[config.mk]
export PLATFORM = sky130hd
export DESIGN_NAME = fetch_pair
export DESIGN_NICKNAME = d
export VERILOG_FILES = /design/src/rtl/fetch_pair_pkg.sv /design/src/rtl/fetch_pair.sv
export SDC_FILE = /design/constraint.sdc
export NUM_CORES = 1
export LEC_CHECK = 0
export ABC_AREA = 1
export CAP_MARGIN = 20
export CORE_AREA = 2 2 126 128
export CTS_CLUSTER_DIAMETER = 80
export DETAILED_ROUTE_END_ITERATION = 7
export DIE_AREA = 0 0 128 130
export DONT_BUFFER_PORTS = 1
export PLACE_DENSITY = 0.77
export SETUP_SLACK_MARGIN = 0.05
export SYNTH_ARGS = -nofsm -noshare
export SYNTH_HDL_FRONTEND = slang
export SYNTH_SLANG_ARGS = --single-unit
export TNS_END_PERCENT = 1
[constraint.sdc]
create_clock -name clk -period 1.6 [get_ports clk]
set_clock_uncertainty 0.1 [all_clocks]
set_input_delay 0 -clock clk [delete_from_list [all_inputs] [get_ports clk]]
set_output_delay 0 -clock clk [all_outputs]
set_load 0.01 [all_outputs]
[src/rtl/fetch_pair_pkg.sv]
// fetch_pair shared definitions: exception tags, fetch FSM states,
// reset PC, kseg1 segment and address helpers.
package fetch_pair_pkg;

  localparam logic [31:0] RESET_PC = 32'hBFC0_0000;
  localparam logic [2:0]  KSEG1    = 3'b101;

  localparam logic [1:0] IEXC_NONE = 2'd1;
  localparam logic [1:0] IEXC_ADEL = 2'd2;

  typedef enum logic [1:0] {
    IDLE,
    REQ,
    WAIT,
    HALT
  } fetch_state_t;

  function automatic logic is_cached(
    input logic [31:0] a
  );
    return a[31:29] != KSEG1;
  endfunction

  function automatic logic [31:0] pair_base(
    input logic [31:0] a
  );
    return {a[31:3], 3'b000};
  endfunction

endpackage

[src/rtl/fetch_pair.sv]
// fetch_pair: fetch stage feeding the dual-issue FIFO. One outstanding
// aligned-pair request (ic_*), pushes 1-2 instructions per response.
// Ports: clk, reset (sync, high), redirect/redirectPc, fifoFull,
//   ic_req/ic_addr/ic_cached/ic_addrOk/ic_dataOk/ic_rdata,
//   pc/inst1/inst2/write1En/write2En/iexcep/cached to the FIFO.
// Option FETCH_PERF_CNT_EN adds perfPairCnt and perfFullCnt.
module fetch_pair
  import fetch_pair_pkg::*;
(
  input  logic        clk,
  input  logic        reset,
  input  logic        redirect,
  input  logic [31:0] redirectPc,
  input  logic        fifoFull,
  output logic        ic_req,
  output logic [31:0] ic_addr,
  output logic        ic_cached,
  input  logic        ic_addrOk,
  input  logic        ic_dataOk,
  input  logic [63:0] ic_rdata,
  output logic [31:0] pc,
  output logic [31:0] inst1,
  output logic [31:0] inst2,
  output logic        write1En,
  output logic        write2En,
  output logic [1:0]  iexcep,
  output logic        cached
`ifdef FETCH_PERF_CNT_EN
  ,
  output logic [31:0] perfPairCnt,
  output logic [31:0] perfFullCnt
`endif
);

  fetch_state_t state;
  logic [31:0]  fetch_pc;
  logic         drop;

  always_ff @(posedge clk) begin
    if (reset) begin
      state     <= IDLE;
      fetch_pc  <= RESET_PC;
      drop      <= 1'b0;
      ic_req    <= 1'b0;
      ic_addr   <= '0;
      ic_cached <= 1'b0;
      pc        <= '0;
      inst1     <= '0;
      inst2     <= '0;
      write1En  <= 1'b0;
      write2En  <= 1'b0;
      iexcep    <= IEXC_NONE;
      cached    <= 1'b0;
`ifdef FETCH_PERF_CNT_EN
      perfPairCnt <= '0;
      perfFullCnt <= '0;
`endif
    end else begin
      write1En <= 1'b0;
      write2En <= 1'b0;
      unique case (state)
        IDLE: begin
          if (redirect) begin
            fetch_pc <= redirectPc;
          end else if (fetch_pc[1:0] != 2'b00) begin
            // Misaligned PC: tag one entry, stop fetching.
            write1En <= 1'b1;
            pc       <= fetch_pc;
            inst1    <= '0;
            inst2    <= '0;
            iexcep   <= IEXC_ADEL;
            cached   <= is_cached(fetch_pc);
            state    <= HALT;
          end else if (!fifoFull) begin
            ic_req    <= 1'b1;
            ic_addr   <= pair_base(fetch_pc);
            ic_cached <= is_cached(fetch_pc);
            state     <= REQ;
          end else begin
`ifdef FETCH_PERF_CNT_EN
            perfFullCnt <= perfFullCnt + 32'd1;
`endif
          end
        end
        REQ: begin
          // Request is never withdrawn; a redirect only
          // marks its eventual response as stale.
          if (ic_addrOk) begin
            ic_req <= 1'b0;
            state  <= WAIT;
          end
          if (redirect) begin
            fetch_pc <= redirectPc;
            drop     <= 1'b1;
          end
        end
        WAIT: begin
          if (ic_dataOk) begin
            state <= IDLE;
            drop  <= 1'b0;
            if (redirect) begin
              fetch_pc <= redirectPc;
            end else if (!drop) begin
              write1En <= 1'b1;
              write2En <= ~fetch_pc[2];
              pc       <= fetch_pc;
              inst1    <= fetch_pc[2] ? ic_rdata[63:32]
                                      : ic_rdata[31:0];
              inst2    <= fetch_pc[2] ? 32'd0
                                      : ic_rdata[63:32];
              iexcep   <= IEXC_NONE;
              cached   <= ic_cached;
              fetch_pc <= pair_base(fetch_pc) + 32'd8;
`ifdef FETCH_PERF_CNT_EN
              perfPairCnt <= perfPairCnt + 32'd1;
`endif
            end
          end else if (redirect) begin
            fetch_pc <= redirectPc;
            drop     <= 1'b1;
          end
        end
        HALT: begin
          if (redirect) begin
            fetch_pc <= redirectPc;
            state    <= IDLE;
          end
        end
        default: state <= IDLE;
      endcase
    end
  end

endmodule

==> summary.txt <==
Synth
  • Yosys cell types: 42
  • Register area share after synthesis: 0.436
  • Synthesized flop and latch total: 167
  • Count of flip-flops with a built-in enable after synthesis: 0
  • Number of synthesis warnings: 0
  • Synth Cell Area: 7660 um2
  • Syn Area/Cell: 7.10 um2
  • Synth async-reset ratio: 0
  • Most used DFF post-synth: dfxtp_1
  • Cells after synthesis: 1080

Die
  • Die Wd: 128 um
  • Initial Util: 0.497
  • Die Y: 130 um
  • Area of the core: 15400 um2
  • IO Pins: 237
  • Die ar.: 16600 um2
  • # rows: 46

Critical path
  • CP delay by family, top: buffers and inverters
  • Crit path DAT: 2.17 ns
  • R2r setup slk: -0.33 ns
  • Crit-path slowest cell: dfxtp_2
  • CP cell instances: inv_2 > ha_4 > inv_4 > nor2_1 > inv_2 > o21ai_2 > nor2_4 > nand2_4 > nor2_4 > buf_6 > inv_6 > buf_12 > o31ai_4
  • R2r worst-path depth: 13
  • Worst EP required: 1.84 ns
  • CP peak stage delay: 0.33 ns
  • Worst setup endpoint: inst2[14]
  • Crit Reg-Reg Endpoint: inst2[14]
  • Crit-path max FO: 5
  • Critical path endpoint category: flop
  • Critical path buffers and inverters: 6
  • Crit path kind: reg2reg
  • CP Launch Type: flop
  • Crit. Startpoint: state[0]
  • FF-to-FF Start: state[0]
  • CP Depth: 13

STA
  • Final Max Slew Viols: 0
  • Final setup viols: 164
  • Hold Violations, Final: 0
  • Unrepaired setup endpoints after global routing: true
  • Post-layout min period: 1.93 ns
  • Hold Slack: 0.0498 ns
  • Period Utilization, post-route: 1.21
  • Final worst setup slack: -0.332 ns
  • Fmax: 518 MHz

Global routing
  • Initial antenna violation count: 0
  • GRT Total Usage: 0.300
  • First-pass GRT wire length: 39700 um
  • Largest net degree at the start of global routing: 66
  • Vias in the first global route: 7829
  • Total gr overflow: 0

Finish
  • Antenna cells: 0
  • Fill cells: 1156
  • Design area: 10700 um2
  • Share of layout cells above drive strength 1: 0.175
  • Nets: 1352
  • P&R area growth vs syn: 39.0%
  • Final core occ: 0.691
  • Commonest non-fill, non-tap cell in the layout: nand2_1
  • Fin cells: 1450
  • Most frequent cells in the layout: nand2_1 (245), dfxtp_1 (163), a21oi_1 (119)

Min path
  • Min-delay worst type: in2reg

Clock network
  • Clock root cell: clkbuf_16
  • H-tree levels: 4
  • CTS max path bufs: 2
  • CTS Buf Count: 17
  • Clk sinks: 167
  • Clock Pin Slew Worst Setup and Hold Paths: 0.07 ns
  • CTS tree: yes
  • Worst-skew pair later-pin latency: 0.43 ns

Drt
  • First drt pass iteration count: 5
  • Via count: 8204
  • Number of DRC markers in iteration 0: 821
  • Routed Antenna Nets: 0
  • WL per Instance: 18.2 um
  • DR vias/cell: 5.66
  • Final wirelength: 26500 um
  • Detailed-route DRC error count: 0

Run
  • Total of max-cap violations: 0

Pwr
  • PwrDens: 1260 nW/um2
  • Maximum vdd ir drop: 0.000768 V
  • Leakage: 4.52 nW

Placed design
  • Placed insts: 1298
  • Post-Place Cell Area: 8470 um2
  • Dpl hpwl: 15800 um
  • GP Congestion: 0.905
  • Port Buffer Count: 0
  • DP Worst Slack: -0.251 ns

Outcome
  • Failing checks: setup timing
  • Status: finished, violations left
[metrics by stage]
stage	setup TNS (ns)	power [mW]
floorplan	-7.73	7.49
global placement	-20.16	8.47
detailed placement	-27.38	8.55
CTS	-19.58	13.1
global route	-44.42	14.0
finish	-25.27	13.4
[flip-flops by register name, summed over array words and instances, names as in the netlist]
signal	cells
inst1	32
fetch_pc	32
iexcep	2
write1En	1
state	2
ic_req	1
ic_cached	1
drop	1
inst2	32
ic_addr	29
pc	32
cached	1
write2En	1
[cell usage after synthesis (5+ instances only)]
library cell	instances	area share
nand2_1	250	0.12
dfxtp_1	167	0.44
a21oi_1	124	0.081
o21ai_0	122	0.080
inv_1	95	0.047
nor2_1	78	0.038
nand3_1	66	0.043
clkbuf_1	28	0.014
buf_2	24	0.016
o31ai_1	19	0.019
nand4_1	12	0.0098
o31ai_2	10	0.016
buf_4	8	0.0078
inv_2	7	0.0034
nor2_2	7	0.0057
buf_1	6	0.0029
nor3_1	6	0.0039
ha_1	5	0.0082
[worst reg2reg max path, stage by stage, from the launching register on]
cell     delay [ns]
dfxtp_2        0.33
inv_2          0.06
ha_4           0.18
inv_4          0.05
nor2_1         0.04
inv_2          0.05
o21ai_2        0.06
nor2_4         0.14
nand2_4        0.09
nor2_4         0.15
buf_6          0.13
inv_6          0.05
buf_12         0.13
o31ai_4        0.27
[layout make-up]
type,count,area (um2),share of cell area
Multi-Input combinational cell,740,3880,0.364
Sequential cell,167,3350,0.314
Timing Repair Buffer,216,2210,0.207
Clock buffer,19,443,0.0416
Inverter,103,394,0.0370
Tap cell,192,240,0.0226
Clock inverter,13,144,0.0135
[how the worst min path moves through the flow]
stage | startpoint | to | cells after the start
after floorplan | ic_rdata[55] | inst2[23] | 2
after global placement | reset | inst1[19] | 1
after detailed placement | reset | inst1[19] | 1
after CTS | ic_dataOk | write2En | 5
after global routing | ic_dataOk | state[1] | 7
final | ic_dataOk | state[0] | 6
[cell families (layout without fill, tap and decap cells)]
| family | after synthesis | after routing | synth area share |
|---|---|---|---|
| buffers and inverters | 175 | 351 | 0.0978 |
| XOR/XNOR | 4 | 4 | 0.00457 |
| other | 1 | 3 | 0.000489 |
| adder cells (fa/ha/maj) | 5 | 5 | 0.00816 |
| AO/OA/AOI/OAI | 299 | 299 | 0.219 |
| AND/OR/NAND/NOR | 429 | 429 | 0.234 |
| flip-flops | 167 | 167 | 0.436 |
[report_power, final]
group / total (mW) / internal [mW] / switching (mW)
registers: 5.59 / 4.82 / 0.761
logic: 3.62 / 1.56 / 2.06
clock network: 4.17 / 2.36 / 1.81
[per-layer routing]
layer	global-route usage	wire length [um]	vias to the layer above
met3	0.0882	2330	99
met5	0	0	-
li1	-	-	3886
met1	0.347	10000	3764
met2	0.517	12900	455
met4	0.138	1140	0
[repair_timing]
action	in CTS	in global routing
endpoints found under the setup margin	164	164
pin swaps	5	4
cloned	0	5
endpoints found under the hold margin	167	3
resized for setup	30	45
setup buffers	3	6
hold buffers	105	1
Note: power is estimated with default switching activity, not from simulation.
